==> src/rtl/line_code_pkg.sv <==
// Shared types and the half-bit symbol rule for the serial line encoder.
// The symbol rule is pure combinational logic; it depends on the bit and the level at the start of the bit.
package line_code_pkg;

  typedef enum logic [1:0] {
    LC_THOMAS = 2'b00,
    LC_IEEE   = 2'b01,
    LC_DIFF   = 2'b10,
    LC_NRZI   = 2'b11
  } line_mode_t;

  typedef enum logic [1:0] {
    IDLE   = 2'b00,
    FIRST  = 2'b01,
    SECOND = 2'b10
  } fsm_state_t;

  // level is the line level at the end of the previous bit
  function automatic logic half_symbol(input line_mode_t mode, input logic b,
                                       input logic level, input logic second);
    logic r;
    r = 1'b0;
    case (mode)
      LC_THOMAS: r = second ? ~b : b;
      LC_IEEE:   r = second ? b : ~b;
      LC_DIFF:   r = second ? (level ^ b) : (level ^ ~b);
      LC_NRZI:   r = level ^ b;
      default:   r = 1'b0;
    endcase
    return r;
  endfunction

endpackage

==> src/rtl/line_code_encoder_if.sv <==
// Word-in / line-out bundle of the line encoder: word handshake from the source, line signals to the driver.
// slave is the encoder side, master is the transmit source / line-driver side.
interface line_code_encoder_if #(parameter int DATA_W = 8);
  logic [1:0]        mode;
  logic [DATA_W-1:0] s_data;
  logic              s_valid;
  logic              s_ready;
  logic              line_out;
  logic              line_en;
  logic              done;

  modport master (
    output mode, s_data, s_valid,
    input  s_ready, line_out, line_en, done
  );

  modport slave (
    input  mode, s_data, s_valid,
    output s_ready, line_out, line_en, done
  );
endinterface

==> src/rtl/half_bit_timer.sv <==
// Counts HALF_DIV cycles while run is high; tick marks the final cycle of each half-bit.
// Held at zero while idle so the first half after an accept always gets its full length.
module half_bit_timer #(
  parameter int HALF_DIV = 1
) (
  input  logic clock,
  input  logic reset,
  input  logic run,
  output logic tick
);
  localparam int CNT_W = (HALF_DIV > 1) ? $clog2(HALF_DIV) : 1;

  logic [CNT_W-1:0] cnt;

  assign tick = run && (cnt == CNT_W'(HALF_DIV - 1));

  always_ff @(posedge clock) begin
    if (reset || !run || tick) begin
      cnt <= '0;
    end else begin
      cnt <= cnt + 1'b1;
    end
  end
endmodule

==> src/rtl/line_code_encoder.sv <==
// Serialises accepted words into two half-bit symbols per bit; first half on line_out the cycle after accept.
// s_ready is high only in IDLE or the final cycle of a word, so back-to-back words run without a gap.
module line_code_encoder
  import line_code_pkg::*;
#(
  parameter int DATA_W    = 8,
  parameter int HALF_DIV  = 1,
  parameter int MSB_FIRST = 1
) (
  input logic               clock,
  input logic               reset,
  line_code_encoder_if.slave bus
);
  localparam int IDX_W = (DATA_W > 1) ? $clog2(DATA_W) : 1;

  fsm_state_t        state, state_nx;
  logic [DATA_W-1:0] shreg, shreg_nx, shifted;
  logic [IDX_W-1:0]  bit_idx, bit_idx_nx;
  line_mode_t        mode_q, mode_nx, in_mode;
  logic              level, level_nx;
  logic              line_q, line_nx;
  logic              tick, last_bit, end_word, ready, accept;

  function automatic logic lead_bit(input logic [DATA_W-1:0] w);
    return (MSB_FIRST != 0) ? w[DATA_W-1] : w[0];
  endfunction

  half_bit_timer #(.HALF_DIV(HALF_DIV)) u_timer (
    .clock (clock),
    .reset (reset),
    .run   (state != IDLE),
    .tick  (tick)
  );

  assign in_mode  = line_mode_t'(bus.mode);
  assign shifted  = (MSB_FIRST != 0) ? (shreg << 1) : (shreg >> 1);
  assign last_bit = (bit_idx == IDX_W'(DATA_W - 1));
  assign end_word = (state == SECOND) && tick && last_bit;
  assign ready    = !reset && ((state == IDLE) || end_word);
  assign accept   = bus.s_valid && ready;

  assign bus.s_ready  = ready;
  assign bus.done     = end_word && !reset;
  assign bus.line_out = line_q;
  assign bus.line_en  = (state != IDLE);

  always_comb begin
    state_nx   = state;
    shreg_nx   = shreg;
    bit_idx_nx = bit_idx;
    mode_nx    = mode_q;
    level_nx   = level;
    line_nx    = line_q;
    case (state)
      IDLE: ;
      FIRST: begin
        if (tick) begin
          state_nx = SECOND;
          line_nx  = half_symbol(mode_q, lead_bit(shreg), level, 1'b1);
        end
      end
      SECOND: begin
        if (tick && !last_bit) begin
          state_nx   = FIRST;
          shreg_nx   = shifted;
          bit_idx_nx = bit_idx + 1'b1;
          level_nx   = line_q;
          line_nx    = half_symbol(mode_q, lead_bit(shifted), line_q, 1'b0);
        end else if (tick) begin
          state_nx   = IDLE;
          bit_idx_nx = '0;
          // Manchester codes return to zero; level-based codes hold the line
          line_nx    = ((mode_q == LC_DIFF) || (mode_q == LC_NRZI)) ? line_q : 1'b0;
        end
      end
      default: state_nx = IDLE;
    endcase
    if (accept) begin
      state_nx   = FIRST;
      shreg_nx   = bus.s_data;
      bit_idx_nx = '0;
      mode_nx    = in_mode;
      level_nx   = line_q;
      line_nx    = half_symbol(in_mode, lead_bit(bus.s_data), line_q, 1'b0);
    end
  end

  always_ff @(posedge clock) begin
    if (reset) begin
      state   <= IDLE;
      shreg   <= '0;
      bit_idx <= '0;
      mode_q  <= LC_THOMAS;
      level   <= 1'b0;
      line_q  <= 1'b0;
    end else begin
      state   <= state_nx;
      shreg   <= shreg_nx;
      bit_idx <= bit_idx_nx;
      mode_q  <= mode_nx;
      level   <= level_nx;
      line_q  <= line_nx;
    end
  end
endmodule

==> src/flat_wrapper.sv <==
// flat-port wrapper written by rule: the top's interface ports become plain ports
module line_code_encoder_flat import line_code_pkg::*;
#(
  parameter int DATA_W    = 8,
  parameter int HALF_DIV  = 1,
  parameter int MSB_FIRST = 1
)
  (clock, reset, bus_mode, bus_s_data, bus_s_valid, bus_s_ready, bus_line_out, bus_line_en, bus_done);
  line_code_encoder_if #(.DATA_W(DATA_W)) bus_i ();
  input logic clock;
  input logic reset;
  input wire logic [$bits(bus_i.mode)-1:0] bus_mode;
  input wire logic [$bits(bus_i.s_data)-1:0] bus_s_data;
  input wire logic [$bits(bus_i.s_valid)-1:0] bus_s_valid;
  output wire logic [$bits(bus_i.s_ready)-1:0] bus_s_ready;
  output wire logic [$bits(bus_i.line_out)-1:0] bus_line_out;
  output wire logic [$bits(bus_i.line_en)-1:0] bus_line_en;
  output wire logic [$bits(bus_i.done)-1:0] bus_done;
  assign bus_i.mode = bus_mode;
  assign bus_i.s_data = bus_s_data;
  assign bus_i.s_valid = bus_s_valid;
  assign bus_s_ready = bus_i.s_ready;
  assign bus_line_out = bus_i.line_out;
  assign bus_line_en = bus_i.line_en;
  assign bus_done = bus_i.done;
  line_code_encoder #(.DATA_W(DATA_W), .HALF_DIV(HALF_DIV), .MSB_FIRST(MSB_FIRST)) u_core (.clock(clock), .reset(reset), .bus(bus_i));
endmodule
==> config.mk <==
export PLATFORM = sky130hd
export DESIGN_NAME = line_code_encoder_flat
export DESIGN_NICKNAME = d
export VERILOG_FILES = /design/src/rtl/line_code_pkg.sv /design/src/rtl/line_code_encoder_if.sv /design/src/rtl/half_bit_timer.sv /design/src/rtl/line_code_encoder.sv /design/src/flat_wrapper.sv
export SDC_FILE = /design/constraint.sdc
export NUM_CORES = 1
export LEC_CHECK = 0
export BUFFER_PORTS_ARGS = -buffer_cell sky130_fd_sc_hd__buf_2
export CAP_MARGIN = 20
export CORE_AREA = 4 4 62 52
export CTS_CLUSTER_SIZE = 12
export DETAILED_ROUTE_END_ITERATION = 8
export DIE_AREA = 0 0 66 56
export GPL_ROUTABILITY_DRIVEN = 0
export REMOVE_ABC_BUFFERS = 1
export SKIP_CTS_REPAIR_TIMING = 1
export SLEW_MARGIN = 20
export SYNTH_ARGS = -nofsm -noshare
export SYNTH_HDL_FRONTEND = slang
export SYNTH_SLANG_ARGS = --single-unit
==> constraint.sdc <==
create_clock -name clock -period 1.85 [get_ports clock]
set_input_delay 0.37 -clock clock [delete_from_list [all_inputs] [get_ports clock]]
set_output_delay 0.37 -clock clock [all_outputs]
set_load 0.01 [all_outputs]
### After elaboration in Yosys (flattened, before gate mapping)

Index checks and enable logic that the tools add are counted.

* logic and storage cells: 86
* flip-flop bits (word level): 18
* bits of input ports: 13

* add/subtract/negate cells: 2
* bitwise operators: 10
* equality and inequality tests: 15
* muxes and demuxes: 22
* reductions and logical operators: 29

Operators by type and width (number)
* 8-bit 2-to-1 mux: 3
* 2-bit equality test (second input constant): 5
* 1-bit 2-to-1 mux: 9
* 1-bit case mux with 4 select lines: 2
* 2-bit nonzero test: 4
* 1-bit logical AND: 7
* 2-bit by 1-bit equality test with 1-bit output (second input constant): 3
* 2-bit zero test: 3
* 2-bit 2-to-1 mux: 3
* 3-bit 2-to-1 mux: 2
* 2-bit case mux with 3 select lines: 1
* 3-bit AND reduction: 2
* 1-bit NOT: 5
* 1-bit bitwise XOR: 5
* 1-bit logical OR: 4
* 2-bit by 1-bit != test with 1-bit output (second input constant): 2
* 4-bit by 2-bit != test with 1-bit output (second input constant): 1
* 4-bit by 3-bit != test with 1-bit output (second input constant): 1
* 2-bit AND reduction: 2
* 4-bit AND reduction: 1
* 2-bit OR reduction: 2
* 3-bit by 1-bit adder with 3-bit output (second input constant): 1
* 3-bit equality test (second input constant): 1
* 1-bit zero test: 3
* other kinds (6): 6

### Depth between registers and ports, before layout

Gate-level depths: netlist of the first run.

* depth after elaboration: 9
* gate-level depth with buffers: 8
* gate-level depth less buffers: 7

### Cells and area by module

A second synthesis of the first run with hierarchy kept.

* cells, all modules: 117
* area, all modules: 1024.7 µm²

By module, submodules not included
* line_code_encoder: area an instance 987.2 µm², cells each 114, times used 1, seq. area each 340.3 µm²
* half_bit_timer: area an instance 37.5 µm², cells each 3, times used 1, seq. area each 20.0 µm²

### Worst setup path before layout of the first run

No wires, ideal clock.

* kind: register -> register
* start point: register u_core.state[0]
* end point: register u_core.line_q (netlist: u_core.bus.line_out)
* setup time: 88 ps
* period minus slack after synthesis: 1737 ps
* path slack: 113 ps
* data required time: 1762 ps
* cell stages (with the launch flop): 9
* data arrival time: 1649 ps
* buffers on the path: 1
* cell sequence: dfxtp_1 > inv_1 > ha_1 > nor2_2 > nand2_2 > or2_1 > buf_6 > o221a_1 > o32ai_2

* cells in the longest elaborated chain, start to end: 9
* elaborated cells on any way between the ends: 19
* those cells by class: 5 x eq/ne; 3 x mux; 11 x reduce/logical

Ends and longest elaborated chain
* start: declaration: RTL line line_code_encoder.sv:16 `fsm_state_t state, state_nx;`
* start signal: assignment: RTL line line_code_encoder.sv:97 `state <= state_nx;`
* 2-bit nonzero test: RTL line line_code_encoder.sv:31 `.run (state != IDLE),`
* 1-bit logical AND: RTL line half_bit_timer.sv:15 `assign tick = run && (cnt == CNT_W'(HALF_DIV - 1));`
* 1-bit logical AND (2 in a row): RTL line line_code_encoder.sv:38 `assign end_word = (state == SECOND) && tick && last_bit;`
* 1-bit logical OR: RTL line line_code_encoder.sv:39 `assign ready = !reset && ((state == IDLE) || end_word);`
* 1-bit logical AND: RTL line line_code_encoder.sv:39
* 1-bit logical AND: RTL line line_code_encoder.sv:40 `assign accept = bus.s_valid && ready;`
* 4-bit by 2-bit != test with 1-bit output (no source line) (tied with other cells)
* 4-bit AND reduction (no source line)
* end signal: assignment: RTL line line_code_encoder.sv:102 `line_q <= line_nx;`
* end: declaration: RTL line line_code_encoder.sv:21 `logic line_q, line_nx;`

Several ways; a longest one is shown, not always the timed one.
A chain may end at the register's enable or synchronous reset.

### Final worst setup path of the first run

* start point: register u_core.state[0]
* end point: output bus_s_ready

* cells in the longest elaborated chain, start to end: 6
* elaborated cells on any way between the ends: 8
* those cells by class: 1 x eq/ne; 7 x reduce/logical

Ends and longest elaborated chain
* 2-bit nonzero test: RTL line line_code_encoder.sv:31
* 1-bit logical AND: RTL line half_bit_timer.sv:15
* 1-bit logical AND (2 in a row): RTL line line_code_encoder.sv:38
* 1-bit logical OR *: RTL line line_code_encoder.sv:39
* 1-bit logical AND *: RTL line line_code_encoder.sv:39
* end: declaration: RTL line flat_wrapper.sv:15 `output wire logic [$bits(bus_i.s_ready)-1:0] bus_s_ready;`

Mark *: on every way between the ends. The rest lies on a longest branch, timed or not.

==> metrics, run 1 <==
outcome=finished, final reports clean; CP Depth=5; RSZ-0062 raised after global routing=yes; Setup CP Type=reg -> out; CTS sink count=18; register bit count reported by yosys=18; clk_lat worst skew=0.29 ns; CTS tree=done; grt ovf=0; crit path capture type=primary output; Port Buf Inserts=16; final worst-path cycle share=0.989; top cells by area, synth=dfxtp_1, ha_1, nand2_1; row cnt=17; num ports=17; Clock Path Buffers=2; NumNets Final=152; Final ANT Viol Nets=0; clock buffer count from CTS=3; largest net degree at the start of global routing=23; CP arrival=1.46 ns; r2r endpoint=u_core.shreg[5]; core area=2660 um^2; HPWL after DPL=1490 um; CP endpoint=bus_s_ready; Critical Path RT=1.48 ns; CP delay by family, top=flip-flops; die height=56 um; crit-path cells=inv_2, ha_1, and3b_2, o21ba_4, buf_6; synthesized area=928 um^2; CP max-delay cell=dfxtp_2; initial DRC count=38; Post-synth ARST share=0; synthesis warning total=0; CP max stage delay=0.35 ns; Unique masters post-synth=32; clk root buf=clkbuf_4; via count=841; most frequent cells after synthesis=dfxtp_1, nand2_1, nor2_1; post-synth top area share=0.388; Post-synth EDFFs=0; TritonRoute pass-1 iters=4; wire length per cell=12.4 um; crit path time final=1.83 ns; antenna cells=0; Syn Area/Cell=8.44 um^2; Hold Path Class=in -> reg; R2R Path Start=u_core.state[0]; total detailed-routing wirelength=2110 um; Max VDD drop=0.000296 V; initial antenna violation count=0; endpoints failing setup=0; die area=3700 um^2; placed cells=166; sequential-to-total area share from yosys stat=0.388; Max FO, Critical Path=3; reg2reg path depth=8; Area Growth Syn to Fin=29.4%; Clock Skew=0.0126 ns; critical path launch point type=flop; CTS clk-pin slew, worst paths=0.11 ns; final slew viol count=0; Die Span X=66 um; Pwr Density=710 nW/um^2; Pleak=0.497 nW; Initial Utilization=0.349; setup slack, reg-to-reg=0.12 ns; share of post-route cells with drive strength above 1=0.316; H-tree lvl count=1; count leader, synth=dfxtp_1; Synth area leader=dfxtp_1; fin cells=171; Worst setup startpoint=u_core.state[0]; dpl cell area=1090 um^2; first-pass GRT wire length=3480 um; Via-to-Cell Ratio=4.92; vias in the first global route=853; Synth Flop Type=dfxtp_1; Worst Path Buf+Inv=2; Final Hold Vio Count=0; total of max-cap violations=0; DRC Markers=0; Final Instance Area=1200 um^2; Synth Instances=110; Fmax=547 MHz; Tot GR Track Use=0.119; Filler cells=280
worst min-delay path by stage:
stage               startpoint              end  slack (ns)  cells after the start
4_1_cts          bus_s_data[0]  u_core.shreg[0]        0.31                      3
3_3_place_gp      u_core.level     u_core.level        0.46                      2
3_5_place_dp   u_core.shreg[5]  u_core.shreg[5]        0.46                      2
2_1_floorplan     u_core.level     u_core.level        0.44                      2
5_1_grt          bus_s_data[0]  u_core.shreg[0]        0.31                      3
6_report         bus_s_data[0]  u_core.shreg[0]        0.32                      3
metal layers:
metal / part of all wire / global-route usage / vias up
met5: 0 / 0 / -
met4: 0.021 / 0.0464 / 0
met3: 0.050 / 0.0323 / 4
met2: 0.46 / 0.206 / 20
met1: 0.47 / 0.136 / 387
li1: - / - / 430
state kept, by name (all words and copies together) (netlist names):
signal               cells
u_core.bus.line_out      1
u_core.level             1
u_core.shreg             8
u_core.bit_idx           3
u_core.state             2
u_core.mode_q            2
u_core.u_timer.cnt       1
where the power goes:
part | switching (mW) | total [mW] | internal (mW)
sequential | 0.0204 | 0.434 | 0.414
clock | 0.125 | 0.244 | 0.120
combinational | 0.0868 | 0.173 | 0.0865
worst min-delay path, stage by stage:
cell and delay (ns):
buf_2 0.10, nand2_1 0.05, a21oi_1 0.05
stage by stage:
| stage | hold WS [ns] | TNS [ns] | setup WS (ns) | total power [mW] | util |
|---|---|---|---|---|---|
| final | 0.325 | 0 | 0.0209 | 0.852 | 0.452 |
| after global routing | 0.306 | -0.0825 | -0.0443 | 0.900 | 0.452 |
| after CTS | 0.311 | -0.204 | -0.146 | 0.850 | 0.424 |
| after detailed placement | 0.460 | 0 | 0.0981 | 0.603 | 0.411 |
| after global placement | 0.456 | 0 | 0.127 | 0.599 | 0.411 |
| after floorplan | 0.438 | -5.92 | -0.487 | 0.539 | - |
final cells by class:
cell class | count | area [um^2] | area share
multi-input combinational | 83 | 574 | 0.478
tap | 38 | 47.5 | 0.0396
timing repair buffer | 24 | 163 | 0.135
clock buffer | 4 | 36.3 | 0.0302
inverter | 4 | 15.0 | 0.0125
sequential | 18 | 365 | 0.304
cell usage in the layout, fill, tap and decap left out, types with 2 or more instances in the layout:
| cell | n |
|---|---|
| ha_1 | 2 |
| o21ai_0 | 4 |
| xnor2_1 | 3 |
| inv_1 | 3 |
| mux2i_1 | 3 |
| dfxtp_2 | 4 |
| a311oi_1 | 6 |
| nor3b_1 | 2 |
| nor2_1 | 13 |
| clkbuf_4 | 3 |
| a21oi_1 | 8 |
| nand2_1 | 14 |
| nand3_1 | 4 |
| nor2b_1 | 3 |
| xor2_1 | 2 |
| ha_4 | 2 |
| dfxtp_1 | 14 |
| buf_4 | 6 |
| buf_6 | 2 |
| buf_2 | 15 |
cells by family after synthesis:
logic type | synth area share
AND/OR/NAND/NOR | 0.224
AO/OA/AOI/OAI | 0.190
flip-flops | 0.388
buffers and inverters | 0.0472
adder cells (fa/ha/maj) | 0.0674
XOR/XNOR | 0.0472
multiplexers | 0.0323
other | 0.00404
Note: power is estimated with default switching activity, not from simulation.
==> inputs of run 2 (changes only) <==
- ABC_AREA: not set -> 1
- CORE_AREA: 4 4 62 52 -> 4 4 66 56
- DIE_AREA: 0 0 66 56 -> 0 0 70 60
==> metrics, run 2 <==
Clock Path Buffers=2; Min Hold Slack=0.343 ns; Final Hold Vio Count=0; Filler cells=328; share of post-route cells with drive strength above 1=0.244; CTS tree=done; crit path capture type=primary output; most frequent cells in the layout=nand2_1, inv_1, dfxtp_1; Post-synth ARST share=0; die area=4200 um^2; Synth area leader=dfxtp_1; register bit count reported by yosys=18; Synth Instances=152; R2R Path Start=u_core.bit_idx[0]; initial DRC count=57; synthesized area=1080 um^2; NumNets Final=191; Pleak=0.607 nW; post-synth top area share=0.333; Max VDD drop=0.000337 V; Via-to-Cell Ratio=4.71; total detailed-routing wirelength=2350 um; Largest register FFs=8; total power draw=0.931 mW; clk_lat worst skew=0.26 ns; count leader, synth=nand2_1; critical path launch point type=flop; Critical Path RT=1.48 ns; total of max-cap violations=0; Max FO, Critical Path=3; die height=60 um; first-pass GRT wire length=3910 um; Hold Path Class=in -> reg; Initial Utilization=0.359; core area=3020 um^2; grt ovf=0; RSZ-0062 raised after global routing=no; synthesis warning total=0; clk root buf=clkbuf_8; antenna cells=0; Tot GR Track Use=0.119; outcome=finished, final reports clean; initial antenna violation count=0; final slew viol count=0; endpoints failing setup=0; wire length per cell=11.1 um; crit-path cells=ha_1, ha_1, inv_2, nor2_2, nand3_2, nand2_4, buf_2; Clock Skew=0.00614 ns; most common cell after layout, fill and taps aside=nand2_1; setup slack, reg-to-reg=0.18 ns; Synth Flop Type=dfxtp_1; Largest regs=u_core.shreg: 8 flops, u_core.bit_idx: 3 flops; DRC Markers=0; Hold Startpoint=bus_s_data[6]; Pwr Density=734 nW/um^2; HPWL after DPL=1750 um; row cnt=18; Worst path most repeated cell=ha_1; Die Span X=70 um; via count=999; Syn Area/Cell=7.13 um^2; Final Util=0.420; worst hold path depth=3; final worst-path cycle share=0.957; Post-synth EDFFs=0; num ports=17; sequential-to-total area share from yosys stat=0.333; placed cells=205; CP max stage delay=0.33 ns; CP arrival=1.40 ns; Final ANT Viol Nets=0; reg2reg path depth=13; top cells by area, synth=dfxtp_1, nand2_1, nand3_1; Largest Register=u_core.shreg; Hold Crit Endpoint=u_core.shreg[6]; r2r endpoint=u_core.bus.line_out; dpl cell area=1180 um^2; Unique masters post-synth=25; Final Instance Area=1270 um^2; most frequent cells after synthesis=nand2_1, dfxtp_1, inv_1; crit path time final=1.77 ns; Fmax=565 MHz; clock buffer count from CTS=3; CTS clk-pin slew, worst paths=0.08 ns; Setup CP Type=reg -> out; largest net degree at the start of global routing=25; fin cells=212; Port Buf Inserts=16; H-tree lvl count=1; vias in the first global route=916; Area Growth Syn to Fin=17.1%; CTS sink count=18; CP max-delay cell=dfxtp_2; TritonRoute pass-1 iters=4
-- run 2: worst max path at each step --
stage,startpoint,endpoint,slack [ns],cells after the start
CTS,u_core.state[0],bus_s_ready,-0.08,6
floorplan,u_core.bit_idx[0],u_core.bus.line_out,0.32,12
finish,u_core.bit_idx[0],bus_s_ready,0.08,7
global placement,u_core.bit_idx[0],u_core.bus.line_out,0.23,12
detailed placement,u_core.bit_idx[0],u_core.bus.line_out,0.18,12
global route,u_core.state[0],bus_s_ready,0.003,6
-- run 2: per-stage QoR --
step,setup TNS [ns],setup WS (ns)
2_1_floorplan,0,0.316
3_3_place_gp,0,0.231
3_5_place_dp,0,0.179
4_1_cts,-0.0876,-0.0757
5_1_grt,0,0.00273
6_report,0,0.0787
-- run 2: routing by layer --
metal	up-vias	wire (um)	GRT usage
met1	449	1140	0.145
met4	0	38	0.0574
met2	26	1060	0.205
li1	521	-	-
met3	3	115	0.0218
met5	-	0	0
-- run 2: power breakdown --
part / switching (mW) / internal, mW
combinational: 0.100 / 0.0712
sequential: 0.0156 / 0.410
clock: 0.144 / 0.190
-- run 2: final cells by class --
cell class                      instances  area (um^2)  area share
Sequential cell                        18          362       0.285
Timing Repair Buffer                   20          110      0.0868
Clock buffer                            4         55.1      0.0434
Inverter                               20         75.1      0.0592
Multi-Input combinational cell        110          617       0.486
Tap cell                               40         50.0      0.0394
-- run 2: logic make-up after synthesis --
kind of cell / count (synthesis) / share of synthesized area
compound gates: 20 / 0.134
xor+xnor: 2 / 0.0162
fa+ha+maj: 5 / 0.0577
buf+inv: 24 / 0.111
flops: 18 / 0.333
other cells: 1 / 0.00346
simple gates: 82 / 0.345
-- run 2: worst max-delay path, delay by kind of cell (launching register included) --
family | cells | cell delay, ns
fa+ha+maj | 2 | 0.39
simple gates | 3 | 0.19
flops | 1 | 0.33
buf+inv | 2 | 0.24
